[config.mk]
export PLATFORM = sky130hd
export DESIGN_NAME = decode_fp_bcd
export DESIGN_NICKNAME = d
export VERILOG_FILES = /design/src/rtl/decode_fp_pkg.sv /design/src/rtl/fp16_to_fixed.sv /design/src/rtl/decode_fp_bcd.sv
export SDC_FILE = /design/constraint.sdc
export NUM_CORES = 1
export LEC_CHECK = 0
export CORE_UTILIZATION = 48
export DETAILED_ROUTE_END_ITERATION = 16
export HOLD_SLACK_MARGIN = 0.05
export PLACE_DENSITY = 0.68
export SKIP_LAST_GASP = 1
export SYNTH_ARGS = -nofsm -noshare
export SYNTH_HDL_FRONTEND = slang
export SYNTH_SLANG_ARGS = --single-unit
export TNS_END_PERCENT = 30
[constraint.sdc]
create_clock -name Clk -period 6.9 [get_ports Clk]
set_clock_uncertainty 0.05 [all_clocks]
set_input_delay 1.035 -clock Clk [delete_from_list [all_inputs] [get_ports Clk]]
set_output_delay 1.035 -clock Clk [all_outputs]
set_load 0.02 [all_outputs]
[src/rtl/decode_fp_pkg.sv]
// Shared constants, FSM encoding and helpers for the FP16-to-BCD readout decoder.
package decode_fp_pkg;

    localparam int EXP_W       = 5;
    localparam int MAN_W       = 10;
    localparam int BIAS        = 15;
    localparam int EXP_SPECIAL = 31;

    localparam logic [3:0] BCD_ERR = 4'hF;

    typedef enum logic [5:0] {
        S_IDLE  = 6'b000001,
        S_NORM  = 6'b000010,
        S_INT   = 6'b000100,
        S_FRAC  = 6'b001000,
        S_ROUND = 6'b010000,
        S_DONE  = 6'b100000
    } state_t;

    function automatic int pow10(input int n);
        int r;
        r = 1;
        for (int i = 0; i < n; i++) r = r * 10;
        return r;
    endfunction

endpackage

[src/rtl/fp16_to_fixed.sv]
// Combinational FP16 unpack: scales {hidden,mantissa} into a 16.FRAC_W fixed-point
// value and flags Inf/NaN and zero/subnormal operands.
module fp16_to_fixed
    import decode_fp_pkg::*;
#(
    parameter int FRAC_W = 16
) (
    input  logic [EXP_W-1:0]  exp_in,
    input  logic [MAN_W:0]    mant,
    output logic [15:0]       int_part,
    output logic [FRAC_W-1:0] frac_part,
    output logic              special,
    output logic              zero
);
    localparam int FX_W      = 16 + FRAC_W;
    // Exponent at which the mantissa lands unshifted in the fixed-point register.
    localparam int SHIFT_OFS = BIAS + MAN_W - FRAC_W;

    logic [FX_W-1:0] mant_ext;
    logic [FX_W-1:0] fixed;

    always_comb begin
        mant_ext = FX_W'(mant);
        special  = (exp_in == EXP_W'(EXP_SPECIAL));
        zero     = (exp_in == '0);
        if (int'(exp_in) >= SHIFT_OFS)
            fixed = mant_ext << (int'(exp_in) - SHIFT_OFS);
        else
            fixed = mant_ext >> (SHIFT_OFS - int'(exp_in));
    end

    assign int_part  = fixed[FX_W-1 -: 16];
    assign frac_part = fixed[FRAC_W-1:0];

endmodule

[src/rtl/decode_fp_bcd.sv]
// Digit-serial FP16 to signed BCD converter with Start/Done/Ack handshake.
// Optional round-to-nearest on the last fractional digit: define DECODE_FP_ROUND_EN.
module decode_fp_bcd
    import decode_fp_pkg::*;
#(
    parameter int INT_DIGITS  = 2,
    parameter int FRAC_DIGITS = 2,
    parameter int FRAC_W      = 16
) (
    input  logic                                    Clk,
    input  logic                                    Reset,
    input  logic                                    Start,
    input  logic                                    Ack,
    input  logic [15:0]                             Fp_in,
    output logic                                    Busy,
    output logic                                    Done,
    output logic                                    Err,
    output logic                                    Neg,
    output logic [4*(INT_DIGITS+FRAC_DIGITS)-1:0]   Digits
);
    localparam int ND      = INT_DIGITS + FRAC_DIGITS;
    localparam int IW      = $clog2(ND);
    localparam int CW      = 4;
    localparam int OVF_LIM = pow10(INT_DIGITS);

    state_t state, state_nx;

    logic                  sign_r;
    logic [EXP_W-1:0]      exp_r;
    logic [MAN_W:0]        mant_r;
    logic [15:0]           int_r;
    logic [FRAC_W-1:0]     frac_r;
    logic [CW-1:0]         cnt;
    logic [ND-1:0][3:0]    dig;

    logic [15:0]           int_part;
    logic [FRAC_W-1:0]     frac_part;
    logic                  special, zero, ovf;
    logic [15:0]           int_div;
    logic [3:0]            int_mod;
    logic [FRAC_W+3:0]     frac_x10;
    logic [IW-1:0]         int_idx, frac_idx;
    logic                  int_last, frac_last;

    fp16_to_fixed #(.FRAC_W(FRAC_W)) u_unpack (
        .exp_in    (exp_r),
        .mant      (mant_r),
        .int_part  (int_part),
        .frac_part (frac_part),
        .special   (special),
        .zero      (zero)
    );

    assign ovf       = (int'(int_part) >= OVF_LIM);
    assign int_div   = int_r / 16'd10;
    assign int_mod   = 4'(int_r % 16'd10);
    assign frac_x10  = (FRAC_W+4)'(frac_r) * (FRAC_W+4)'(10);
    // Integer digits fill upward from the lowest integer nibble; fraction digits fill downward.
    assign int_idx   = IW'(FRAC_DIGITS) + IW'(cnt);
    assign frac_idx  = IW'(FRAC_DIGITS - 1) - IW'(cnt);
    assign int_last  = (cnt == CW'(INT_DIGITS - 1));
    assign frac_last = (cnt == CW'(FRAC_DIGITS - 1));
    assign Digits    = dig;

`ifdef DECODE_FP_ROUND_EN
    logic [ND-1:0][3:0] dig_inc;
    logic               carry;

    always_comb begin
        dig_inc = dig;
        carry   = 1'b1;
        for (int i = 0; i < ND; i++) begin
            if (carry) begin
                if (dig[i] == 4'd9) dig_inc[i] = 4'd0;
                else begin
                    dig_inc[i] = dig[i] + 4'd1;
                    carry      = 1'b0;
                end
            end
        end
    end
`endif

    always_ff @(posedge Clk or posedge Reset) begin
        if (Reset) state <= S_IDLE;
        else       state <= state_nx;
    end

    always_comb begin
        state_nx = state;
        case (state)
            S_IDLE:  if (Start) state_nx = S_NORM;
            S_NORM:  state_nx = (special || zero || ovf) ? S_DONE : S_INT;
            S_INT:   if (int_last) state_nx = S_FRAC;
            S_FRAC: begin
`ifdef DECODE_FP_ROUND_EN
                if (frac_last) state_nx = S_ROUND;
`else
                if (frac_last) state_nx = S_DONE;
`endif
            end
`ifdef DECODE_FP_ROUND_EN
            S_ROUND: state_nx = S_DONE;
`endif
            S_DONE:  if (Ack) state_nx = S_IDLE;
            default: state_nx = S_IDLE;
        endcase
    end

    always_ff @(posedge Clk or posedge Reset) begin
        if (Reset) begin
            sign_r <= 1'b0;
            exp_r  <= '0;
            mant_r <= '0;
            int_r  <= '0;
            frac_r <= '0;
            cnt    <= '0;
            dig    <= '0;
            Busy   <= 1'b0;
            Done   <= 1'b0;
            Err    <= 1'b0;
            Neg    <= 1'b0;
        end else begin
            case (state)
                S_IDLE: if (Start) begin
                    sign_r <= Fp_in[15];
                    exp_r  <= Fp_in[14:10];
                    mant_r <= {|Fp_in[14:10], Fp_in[9:0]};
                    dig    <= '0;
                    Err    <= 1'b0;
                    Neg    <= 1'b0;
                    cnt    <= '0;
                    Busy   <= 1'b1;
                end
                S_NORM: begin
                    if (special) begin
                        Err  <= 1'b1;
                        dig  <= {ND{BCD_ERR}};
                        Busy <= 1'b0;
                        Done <= 1'b1;
                    end else if (zero) begin
                        Busy <= 1'b0;
                        Done <= 1'b1;
                    end else begin
                        Neg    <= sign_r;
                        int_r  <= int_part;
                        frac_r <= frac_part;
                        cnt    <= '0;
                        if (ovf) begin
                            Err  <= 1'b1;
                            dig  <= {ND{BCD_ERR}};
                            Busy <= 1'b0;
                            Done <= 1'b1;
                        end
                    end
                end
                S_INT: begin
                    dig[int_idx] <= int_mod;
                    int_r        <= int_div;
                    cnt          <= int_last ? '0 : cnt + 1'b1;
                end
                S_FRAC: begin
                    dig[frac_idx] <= frac_x10[FRAC_W+3:FRAC_W];
                    frac_r        <= frac_x10[FRAC_W-1:0];
                    cnt           <= cnt + 1'b1;
`ifndef DECODE_FP_ROUND_EN
                    if (frac_last) begin
                        Busy <= 1'b0;
                        Done <= 1'b1;
                    end
`endif
                end
`ifdef DECODE_FP_ROUND_EN
                S_ROUND: begin
                    // Leftover fraction of at least one half rounds the last digit up.
                    if (frac_r[FRAC_W-1]) begin
                        if (carry) begin
                            Err <= 1'b1;
                            dig <= {ND{BCD_ERR}};
                        end else begin
                            dig <= dig_inc;
                        end
                    end
                    Busy <= 1'b0;
                    Done <= 1'b1;
                end
`endif
                S_DONE: if (Ack) Done <= 1'b0;
                default: begin
                    Busy <= 1'b0;
                    Done <= 1'b0;
                end
            endcase
        end
    end

endmodule

==> qor.txt <==
pin count of the biggest net entering global routing = 79
row count = 46
R2R Setup Slk = 1010 ps
vias after detailed routing = 7919
number of flops mapped to enable cells by yosys = 0
fill count = 1518
Final min period = 5890 ps
Worst Hold Endpoint = sign_r
fmax = 0.170 GHz
CTS tree = yes
Final Hold Viols = 0
Chip Width = 130 µm
Synth cell types = 91
Slowest cell on crit path = dfrtp_1
Resize count post-CTS = 0
Layout Nets = 1070
critical path capture point type = flop
Hold Path Origin = sign_r
status = finished, final reports clean
Post-Route WL = 21.3 mm
GRT overflow = 0
Vias/cell = 6.43
Mapped Nets = 1092
register area share after synthesis = 24.8%
RD Place Congestion = 0.968
CTS Root Buffer Type = clkbuf_16
Layout area overhead = 8.36%
DR WL/cell = 17.3 µm
endpoints failing setup = 0
DRT Pass-1 Iters = 5
Starting DRT DRC Count = 720
syn_area_per_cell = 7.64 µm²
Yosys top cell area share = 24.4%
hold_buf cts = 0
Clock Latency Late Sink = 340 ps
CTS H-Tree Depth = 3
FF/Latch Area = 1950 µm²
Synth area leaders = dfrtp_1, nand2_1, ha_1, o21ai_0, a21oi_1
Worst-Margin Slew = 1100 ps
Rel. slew slack = 26.4%
clock-pin slew on the worst setup and hold paths = 60 ps
Longest Clk Path Bufs = 2
Hold Path Depth = 2
WP data arrival = 6050 ps
final setup margin = 1010 ps
number of global-route vias before repair = 6960
reg2reg path depth = 18
cell taking the most area after synthesis = dfrtp_1
Mapped Cells = 1033
diode count = 0
critical-path maximum fanout = 31
RSZ-0062 raised after global routing = false
number of post-CTS setup repair buffers = 0
clk sinks = 78
Worst Setup SP = int_r[15]
I/O pins = 40
Die Y = 130 µm
cells along the critical path = xnor2_1, a22o_1, or2_1, o2111ai_1, o21bai_1, buf_4, maj3_1, a2111oi_0, a21o_1, xnor2_1, o32ai_1, a21oi_1, o211ai_1, inv_1, ha_1, a41o_1, xor2_1, o21ai_1
ys flop type = dfrtp_1
DP Wirelength = 15.1 mm
Reg-to-Reg End = Digits[7]
MaxCap Viol Count = 0
share of post-route cells with drive strength above 1 = 5.81%
post-route ant nets = 0
Worst R2R Start = int_r[15]
first-pass GRT wire length = 35.2 mm
Ys Warns = 0
multi-input logic area = 5480 µm²
flops & latches, synth = 78
data required time of the worst path = 7060 ps
Syn Std Cell Area = 7890 µm²
Starting Density = 49.5%
CP peak stage delay = 960 ps
Period Utilization, post-route = 85.3%
most used cell, CP = xnor2_1
pre-CTS setup slack = 1130 ps
setup_tns = 0 ps
Final Max Tran Viols = 0
initial antenna violation count = 0
Num CTS Buffers = 9
buffers added on ports = 39
Tot GR Track Use = 25.8%
worst hold path class = flop to flop
Die ar. = 17000 µm²
CP Launch Type = flop
Remaining DRCs = 0
Post-synth ARST share = 100%
kind of critical path = flop to flop
core area = 15900 µm²
==> synth_stat cells, drive strengths merged, types with 6 or more instances <==
cell / n
and2: 9
o22ai: 14
xnor2: 19
a32oi: 6
nand2b: 13
a21o: 7
a32o: 7
o21ai: 84
dfrtp: 77
clkbuf: 54
o21bai: 8
a221oi: 7
a22o: 7
ha: 38
o211ai: 28
a211oi: 8
a2111oi: 6
nand3: 26
xor2: 7
nand2: 150
nor2b: 10
or2: 7
nor2: 74
a22oi: 18
o221ai: 11
a21oi: 66
a221o: 12
nor3: 24
a31oi: 21
inv: 28
and3: 8
buf: 27
nor3b: 7
or3: 6
mux2i: 27
mux2: 13
==> cell families after synthesis <==
group	share of synthesized area [%]
compound gates	32.0
buf+inv	5.88
flops	24.8
simple gates	22.6
xor+xnor	2.98
fa+ha+maj	6.53
mux	5.33
==> stage by stage <==
step	hold slack [ps]	utilization, %	instance area (µm²)	std cells
5_1_grt	484	53.6	8550	1232
3_5_place_dp	420	51.9	8270	1216
2_1_floorplan	396	-	7890	1033
6_report	432	53.6	8550	1232
4_1_cts	434	53.6	8550	1232
3_3_place_gp	414	51.9	8270	1216
==> cells in the final DEF, fill, tap and decap left out, types with 8 or more instances in the layout <==
master,instances
o211ai_1,28
a21oi_1,65
a31oi_1,19
and3_1,8
clkdlybuf4s50_1,39
o22ai_1,14
mux2i_1,26
o221ai_1,10
a221o_1,12
o21ai_0,80
a22oi_1,18
and2_1,8
nand2b_1,13
a211oi_1,8
inv_1,26
nand3_1,26
dfrtp_1,77
nand2_1,150
mux2_2,13
ha_1,38
o21bai_1,8
buf_4,9
nor3_1,24
nor2b_1,10
nor2_1,74
xnor2_1,18
clkbuf_16,9
==> flip-flops by register name, indices dropped and copies added (netlist names) <==
signal and cells:
Busy 1, Digits 16, Done 1, Err 1, Neg 1, cnt 4, exp_r 5, frac_r 16
int_r 16, mant_r 11, sign_r 1, state 5
==> worst max-delay path by stage <==
stage | end | slack, ps
after floorplan | Digits[11] | 2240
after global placement | Digits[3] | 1230
after detailed placement | Digits[3] | 1130
after CTS | Digits[7] | 1090
after global routing | Digits[15] | 460
final | Digits[7] | 1010
==> worst max-delay path, delay by kind of cell (launching register included) <==
| family | cells | cell delay [ps] |
|---|---|---|
| xor gates and xnor gates | 3 | 640 |
| and+or+nand+nor | 1 | 310 |
| adders and majority gates | 2 | 520 |
| DFF | 1 | 960 |
| AOI/OAI and AO/OA | 10 | 2950 |
| buffers and inverters | 2 | 320 |
==> cell type report <==
cell class | instances | area share, %
clock buffer | 12 | 2.88
multi-input combinational | 844 | 64.1
clock inverter | 4 | 0.366
inverter | 30 | 1.33
sequential | 78 | 22.8
timing repair buffer | 48 | 5.36
tap | 216 | 3.16
==> layer usage <==
layer | part of all wire (%) | global-route usage [%] | vias up | wire (µm)
met5 | 0 | 0 | - | 0
met4 | 1.6 | 8.00 | 0 | 331
met3 | 6.7 | 3.03 | 28 | 1440
met1 | 46 | 36.9 | 3691 | 9900
li1 | - | - | 3848 | -
met2 | 45 | 40.7 | 352 | 9660
Power is left out: the tool's default activity adds up to more than one toggle a clock period on the data nets, which glitch-free logic cannot reach.
